## config.mk

```make
export PLATFORM = sky130hd
export DESIGN_NAME = ed_square_unit
export DESIGN_NICKNAME = d
export VERILOG_FILES = /design/src/rtl/ed_square_unit.sv
export SDC_FILE = /design/constraint.sdc
export NUM_CORES = 2
export LEC_CHECK = 0
export BUFFER_PORTS_ARGS = -buffer_cell sky130_fd_sc_hd__buf_4
export CELL_PAD_IN_SITES_DETAIL_PLACEMENT = 1
export CELL_PAD_IN_SITES_GLOBAL_PLACEMENT = 2
export CORE_MARGIN = 2
export CORE_UTILIZATION = 43
export DETAILED_ROUTE_END_ITERATION = 16
export PLACE_DENSITY_LB_ADDON = 0.3
export SLEW_MARGIN = 20
export SYNTH_ARGS = -nofsm -noshare
export SYNTH_HDL_FRONTEND = slang
export SYNTH_SLANG_ARGS = --single-unit
```

## constraint.sdc

```tcl
create_clock -name clk -period 8.6 [get_ports clk]
set_input_delay 1.72 -clock clk [delete_from_list [all_inputs] [get_ports clk]]
set_output_delay 1.72 -clock clk [all_outputs]
set_load 0.05 [all_outputs]
```

## src/rtl/ed_square_unit.sv

```systemverilog
// Purpose: integer Euclidean distance (floor sqrt of sum of squared diffs) and its square for one GAM node.
// Latency: result pulse on out_valid ROOT_W+2 edges after accept (sum edge, ROOT_W root edges, output edge).
// Backpressure: in_ready low while busy; in_valid ignored then; a new pair may be accepted in the DONE cycle.
module ed_square_unit #(
    parameter int DIM    = 8,
    parameter int ELEM_W = 8,
    parameter int SUM_W  = 2*ELEM_W + $clog2(DIM),
    parameter int ROOT_W = (SUM_W+1)/2
) (
    input  logic                    clk,
    input  logic                    rst_n,
    input  logic                    in_valid,
    output logic                    in_ready,
    input  logic [DIM*ELEM_W-1:0]   x,
    input  logic [DIM*ELEM_W-1:0]   w,
    output logic                    out_valid,
    output logic [31:0]             ed,
    output logic [63:0]             ed_square
);

    localparam int RAD_W = 2*ROOT_W;
    localparam int CNT_W = (ROOT_W > 1) ? $clog2(ROOT_W) : 1;

    typedef enum logic [1:0] {
        S_IDLE,
        S_ROOT,
        S_FIN,
        S_DONE
    } state_t;

    state_t              state_q, state_d;
    logic [CNT_W-1:0]    cnt_q, cnt_d;
    logic [RAD_W-1:0]    rad_q, rad_d;      // radicand, consumed two bits per step from the top
    logic [ROOT_W-1:0]   rem_q, rem_d;      // partial remainder
    logic [ROOT_W-1:0]   root_q, root_d;    // partial root, grows one bit per step
    logic [ROOT_W-1:0]   ed_q, ed_d;
    logic [RAD_W-1:0]    ed_sq_q, ed_sq_d;
    logic                in_ready_q, in_ready_d;
    logic                out_valid_q, out_valid_d;
    logic                armed_q, armed_d;  // blocks an accept on the first edge after reset release

    logic [SUM_W-1:0]    sum_d;
    logic [ROOT_W+1:0]   rem_shift;
    logic [ROOT_W+1:0]   trial;
    logic                take;
    logic                accept;

    // Square of |a-b|; the absolute difference stays at element width.
    function automatic logic [SUM_W-1:0] sq_diff(input logic [ELEM_W-1:0] a, input logic [ELEM_W-1:0] b);
        logic [ELEM_W-1:0] d;
        d = (a >= b) ? (a - b) : (b - a);
        return SUM_W'(d) * SUM_W'(d);
    endfunction

    assign accept = in_valid && in_ready_q && armed_q;

    // Sum of squared element differences, captured on the accept edge.
    always_comb begin
        sum_d = '0;
        for (int i = 0; i < DIM; i++) begin
            sum_d = sum_d + sq_diff(x[i*ELEM_W +: ELEM_W], w[i*ELEM_W +: ELEM_W]);
        end
    end

    // One restoring square-root step: bring down two radicand bits, try subtracting 4*root+1.
    always_comb begin
        rem_shift = {rem_q, rad_q[RAD_W-1 -: 2]};
        trial     = {root_q, 2'b01};
        take      = (rem_shift >= trial);
    end

    // Next-state and datapath control.
    always_comb begin
        state_d     = state_q;
        cnt_d       = cnt_q;
        rad_d       = rad_q;
        rem_d       = rem_q;
        root_d      = root_q;
        ed_d        = ed_q;
        ed_sq_d     = ed_sq_q;
        in_ready_d  = in_ready_q;
        out_valid_d = 1'b0;
        armed_d     = 1'b1;
        case (state_q)
            S_IDLE, S_DONE: begin
                if (accept) begin
                    state_d    = S_ROOT;
                    rad_d      = RAD_W'(sum_d);
                    rem_d      = '0;
                    root_d     = '0;
                    cnt_d      = '0;
                    in_ready_d = 1'b0;
                end else begin
                    state_d    = S_IDLE;
                end
            end
            S_ROOT: begin
                rad_d  = {rad_q[RAD_W-3:0], 2'b00};
                rem_d  = take ? ROOT_W'(rem_shift - trial) : rem_shift[ROOT_W-1:0];
                root_d = {root_q[ROOT_W-2:0], take};
                cnt_d  = cnt_q + 1'b1;
                if (cnt_q == CNT_W'(ROOT_W-1)) begin
                    state_d = S_FIN;
                end
            end
            S_FIN: begin
                ed_d        = root_q;
                ed_sq_d     = RAD_W'(root_q) * RAD_W'(root_q);
                out_valid_d = 1'b1;
                in_ready_d  = 1'b1;
                state_d     = S_DONE;
            end
            default: begin
                state_d = S_IDLE;
            end
        endcase
    end

    // State and output registers; reset aborts any computation in flight.
    always_ff @(posedge clk or negedge rst_n) begin
        if (!rst_n) begin
            state_q     <= S_IDLE;
            cnt_q       <= '0;
            rad_q       <= '0;
            rem_q       <= '0;
            root_q      <= '0;
            ed_q        <= '0;
            ed_sq_q     <= '0;
            in_ready_q  <= 1'b1;
            out_valid_q <= 1'b0;
            armed_q     <= 1'b0;
        end else begin
            state_q     <= state_d;
            cnt_q       <= cnt_d;
            rad_q       <= rad_d;
            rem_q       <= rem_d;
            root_q      <= root_d;
            ed_q        <= ed_d;
            ed_sq_q     <= ed_sq_d;
            in_ready_q  <= in_ready_d;
            out_valid_q <= out_valid_d;
            armed_q     <= armed_d;
        end
    end

    assign in_ready  = in_ready_q;
    assign out_valid = out_valid_q;
    assign ed        = 32'(ed_q);
    assign ed_square = 64'(ed_sq_q);

endmodule

```

-- Word level (Yosys, flattened, before mapping)
Index checks and enable logic that the tools add are counted.
- add/subtract/negate cells: 25
- $mul: 9
- order comparisons: 9
- equal/unequal tests: 6
- mux-type cells: 22
- reductions and logical operators: 8
- operators with widths (kind ; number):
    multiplier 8 x 8 -> 16 bit ; 8
    subtractor 8 bit ; 16
    adder 19 x 16 -> 19 bit ; 4
    >= comparator 8 bit ; 8
    2-to-1 mux 8 bit ; 8
    case mux 10 bit (2 select lines) ; 2
    case mux 20 bit (2 select lines) ; 1
    multiplier 10 x 10 -> 20 bit ; 1
    2-to-1 mux 10 bit ; 2
    2-to-1 mux 20 bit ; 1
    adder 18 x 16 -> 19 bit ; 1
    adder 17 x 16 -> 18 bit ; 1
    adder 16 x 16 -> 17 bit ; 1
    >= comparator 12 bit ; 1
    subtractor 10 bit ; 1
    case mux 4 bit (2 select lines) ; 1
    case mux 2 bit (3 select lines) ; 1
    adder 4 x 1 -> 4 bit (second input constant) ; 1
    equality test 2 bit (second input constant) ; 2
    equality test 4 bit (second input constant) ; 1
    2-to-1 mux 4 bit ; 1
    != test 2 bit (second input constant) ; 2
    AND reduction 2 bit ; 2
    nonzero test 2 bit ; 2
    7 further kinds ; 10
- register bits: 79
- input port bits: 131
- word-level logic and storage cells: 89

-- Depth between registers and ports, before layout
- depth after elaboration: 12
- gate-level depth with buffers: 40

-- Least setup slack after synthesis
OpenSTA, ideal clock, no wires.
- kind: input-to-reg
- start point: in x[32]
- end point: reg rad_q[16]
- data arrival time: 11000 ps
- slack: -2545 ps
- stages: 36
- path buffers: 2
- cell sequence: inv_1 ha_1 inv_1 fa_1 a21o_1 a2111o_1 a41o_1 buf_6 a221oi_4 nand4b_1 a221o_1 and3_1 buf_6 nand2b_4 fa_1 inv_1 fa_1 fa_1 inv_1 fa_1 inv_1 fa_1 fa_1 fa_1 fa_1 fa_1 inv_1 fa_1 inv_1 ha_1 a2111oi_0 nor3b_1 o21a_1 o41a_1 xnor2_1 a21oi_1
- cells in the longest elaborated chain, start to end: 9
- ends and longest elaborated chain (element ; line ; source):
    start: declaration ; 14 ; input logic [DIM*ELEM_W-1:0] x,
    subtractor 8 bit or >= comparator 8 bit (tied branches) ; 51 ; d = (a >= b) ? (a - b) : (b - a);
    2-to-1 mux 8 bit (*) ; 51 ;
    multiplier 8 x 8 -> 16 bit (*) ; 52 ; return SUM_W'(d) * SUM_W'(d);
    adder 19 x 16 -> 19 bit (*) (4 in a row) ; 61 ; sum_d = sum_d + sq_diff(x[i*ELEM_W +: ELEM_W], w[i*ELEM_W +: ELEM_W]);
    2-to-1 mux 20 bit (*) ; 86 ; if (accept) begin
    case mux 20 bit (2 select lines) (*) ; 84 ; case (state_q)
    end signal: assignment ; 135 ; rad_q <= rad_d;
    end: declaration ; 33 ; logic [RAD_W-1:0] rad_q, rad_d;
Every way passes the cells marked *; elsewhere a longest branch is shown, timed or not. The select of a mux whose other input is x is not followed.
A chain may end at the register's enable or synchronous reset.

-- Worst setup path after layout
- start point: in x[16]
- end point: reg rad_q[15]
- cells in the longest elaborated chain, start to end: 11
- ends and longest elaborated chain (element ; line):
    subtractor 8 bit or >= comparator 8 bit (tied branches) ; 51
    2-to-1 mux 8 bit (*) ; 51
    multiplier 8 x 8 -> 16 bit (*) ; 52
    adder 17 x 16 -> 18 bit (*) ; 61
    adder 18 x 16 -> 19 bit (*) ; 61
    adder 19 x 16 -> 19 bit (*) (4 in a row) ; 61
    2-to-1 mux 20 bit (*) ; 86
    case mux 20 bit (2 select lines) (*) ; 84
Marked as above.

==> results.toml <==
[hold_path]
holdPathStages = 2
hold_start = "ed_sq_q[7]$_DFFE_PN0P_"
hold_class = "reg2reg"
min_to = "ed_sq_q[7]$_DFFE_PN0P_"

[worst_setup_path]
startpoint_type = "primary input"
critical_path_class = "in2reg"
max_stage_delay_ps = 650
crit_family = "adder cells"
reg2reg_depth = 18
critPathSlowestCell = "fa_2"
setup.worst_path.end_class = "flip-flop"
worstPathRequired_ps = 8790
ff2ff_setup_slack_ps = 2480
r2r_end = "ed_sq_q[18]$_DFFE_PN0P_"
critPathMostFrequentCell = "fa_1"
cp.buffers_inverters = 8
critPathMaxFanout = 5
cp_data_arrival_time_ps = 11080
r2r-start = "root_q[1]$_DFFE_PN0P_"

[floorplanning]
die_area_sq_um = 62700
start_util = 0.434
io_pins = 229
fp-row-count = 90
core_sq_um = 60200
die_y_um = 250
dieWidth_um = 250

[logic_synthesis]
ys_ff_latch = 77
syn_inst = 2904
yosysSeqAreaShare = 0.0738
avgSynthCellArea_sq_um = 8.99
ys_warn_count = 0
syn_area_sq_um = 26100
synth_top_area_cell = "fa_1"
synth_top_area_frac = 0.351
synth_most_common_cell = "inv_1"
synth_flop_cell = "dfrtp_1"
synth_edf_count = 0
synthTopCellsByCount = "inv_1 (739), fa_1 (458), ha_1 (368)"
yosys-top-cells-area = "fa_1 (35%), ha_1 (18%), inv_1 (11%)"
async_flop_share = 1.00
yosys.cell_types.count = 80

[grt]
grt_remaining_overflow = 0
grt_max_degree = 78
antenna_found_initial = 0
grt_first_pass_wirelength_um = 126000
grt_pass1_vias = 24815
gr-usage-all-layers = 0.250

[route]
drt_pre_antenna_iters = 5
viasPerCell = 4.96
wl_met3_um = 1770
ant_nets = 0
wl_met1_um = 31400
num_vias = 21429
drc = 0
route.met2.wl_um = 41400
highest_layer = "met4"
wl_per_cell_um = 17.7
wirelength_um = 76500
drt-initial-drc-count = 689

[sta]
finClkSkew_ps = 10.2
grt_setup_unrepaired = "true"
fmax_mhz = 91.8
fin_hold_ws_ps = 498
setup_violations = 16
final.setup.worst_slack_ps = -2300
worst_slew_pin_slew_ps = 989
finalMaxSlewViolations = 0
hold_viol_final = 0
period_needed_ps = 10900
max_slew_margin = 0.338
post-route-period-util = 1.27

[placed_design]
detailed_place_hpwl_um = 66900
place_inst = 4253
place_congestion = 0.936
io_buffer_count = 161
dpl-instance-area_sq_um = 31600

[clock_tree]
cts_sinks = 77
clk_path_buf_depth = 2
clkTransAtPathRegs_ps = 60
htreeDepth = 3
cts_inserted_buffers = 9
clkLatencyLatePin_ps = 350
cts_tree = "built"
root_buffer = "clkbuf_16"

[final_layout]
utilization = 0.552
area_growth_pct = 27.2
final-instance-count-excl-fill = 4319
drive_above_1_share = 0.273
final_nets = 4489
final_cell_area_sq_um = 33200
diodes = 0

[status]
status = "finished with violations"
violations = "negative setup slack"

[job]
drv_cap = 0
[flip-flops by register name, summed over array words and instances, names as in the netlist]
name and cells:
ed_q 10, rad_q 20, root_q 10, armed_q 1
cnt_q 4, rem_q 10, in_ready 1, ed_sq_q 18
out_valid 1, state_q 2
[metrics by stage]
step | TNS (ps) | setup slack, ps
2_1_floorplan | -24810 | -2140
3_3_place_gp | -32950 | -2570
3_5_place_dp | -36400 | -2860
4_1_cts | -27480 | -2260
5_1_grt | -33880 | -2610
6_report | -28680 | -2300
[layer usage]
layer	global-route usage	vias up
met5	0	-
met4	0.0612	0
met3	0.0178	104
met2	0.477	296
met1	0.304	10920
li1	-	10109
[kinds of logic after synthesis]
logic type,synth area share
and+or+nand+nor,0.0987
DFF,0.0738
buffers and inverters,0.135
AOI/OAI and AO/OA,0.102
xor gates and xnor gates,0.0334
adders and majority gates,0.527
muxes,0.0297
other,0.000288
[layout make-up]
class	count	area [sq um]
multi-input combinational	2026	22100
sequential	77	1930
inverter	750	2850
timing repair buffer	668	5120
clock buffer	10	229
fill	7009	27000
tap	782	978
clock inverter	6	71.3
[cell usage in the layout, fill, tap and decap left out, drive strengths merged, types with 47 or more instances in the layout]
cell,count
a21o,79
a21oi,119
buf,668
conb,68
dfrtp,76
fa,458
ha,368
inv,744
mux2i,47
nand2,96
nor2,260
o21ai,82
xnor2,52
[worst min-delay path, stage by stage, from the launching register on]
cell and delay [ps]:
dfrtp_1 360, nand2_1 60, o31ai_1 50
[worst max path at each step]
stage | cells past startpoint | endpoint | slack (ps) | startpoint
after floorplan | 36 | rad_q[16]$_DFFE_PN0P_ | -2140 | x[32]
final | 37 | rad_q[15]$_DFFE_PN0P_ | -2300 | x[16]
after global placement | 33 | rad_q[16]$_DFFE_PN0P_ | -2570 | x[32]
after global routing | 37 | rad_q[15]$_DFFE_PN0P_ | -2610 | x[16]
after detailed placement | 35 | rad_q[16]$_DFFE_PN0P_ | -2860 | x[32]
after CTS | 35 | rad_q[16]$_DFFE_PN0P_ | -2260 | x[32]
[repair_timing]
item | CTS | global route
endpoints found under the setup margin | 16 | 16
hold buffers | 0 | 0
buffers inserted | 36 | 16
pin swaps | 101 | 80
gates cloned | 1 | 0
resized for setup | 138 | 78
Power is not shown: default switching activity piles up to over one toggle a cycle in this logic, so the estimate is an artifact.
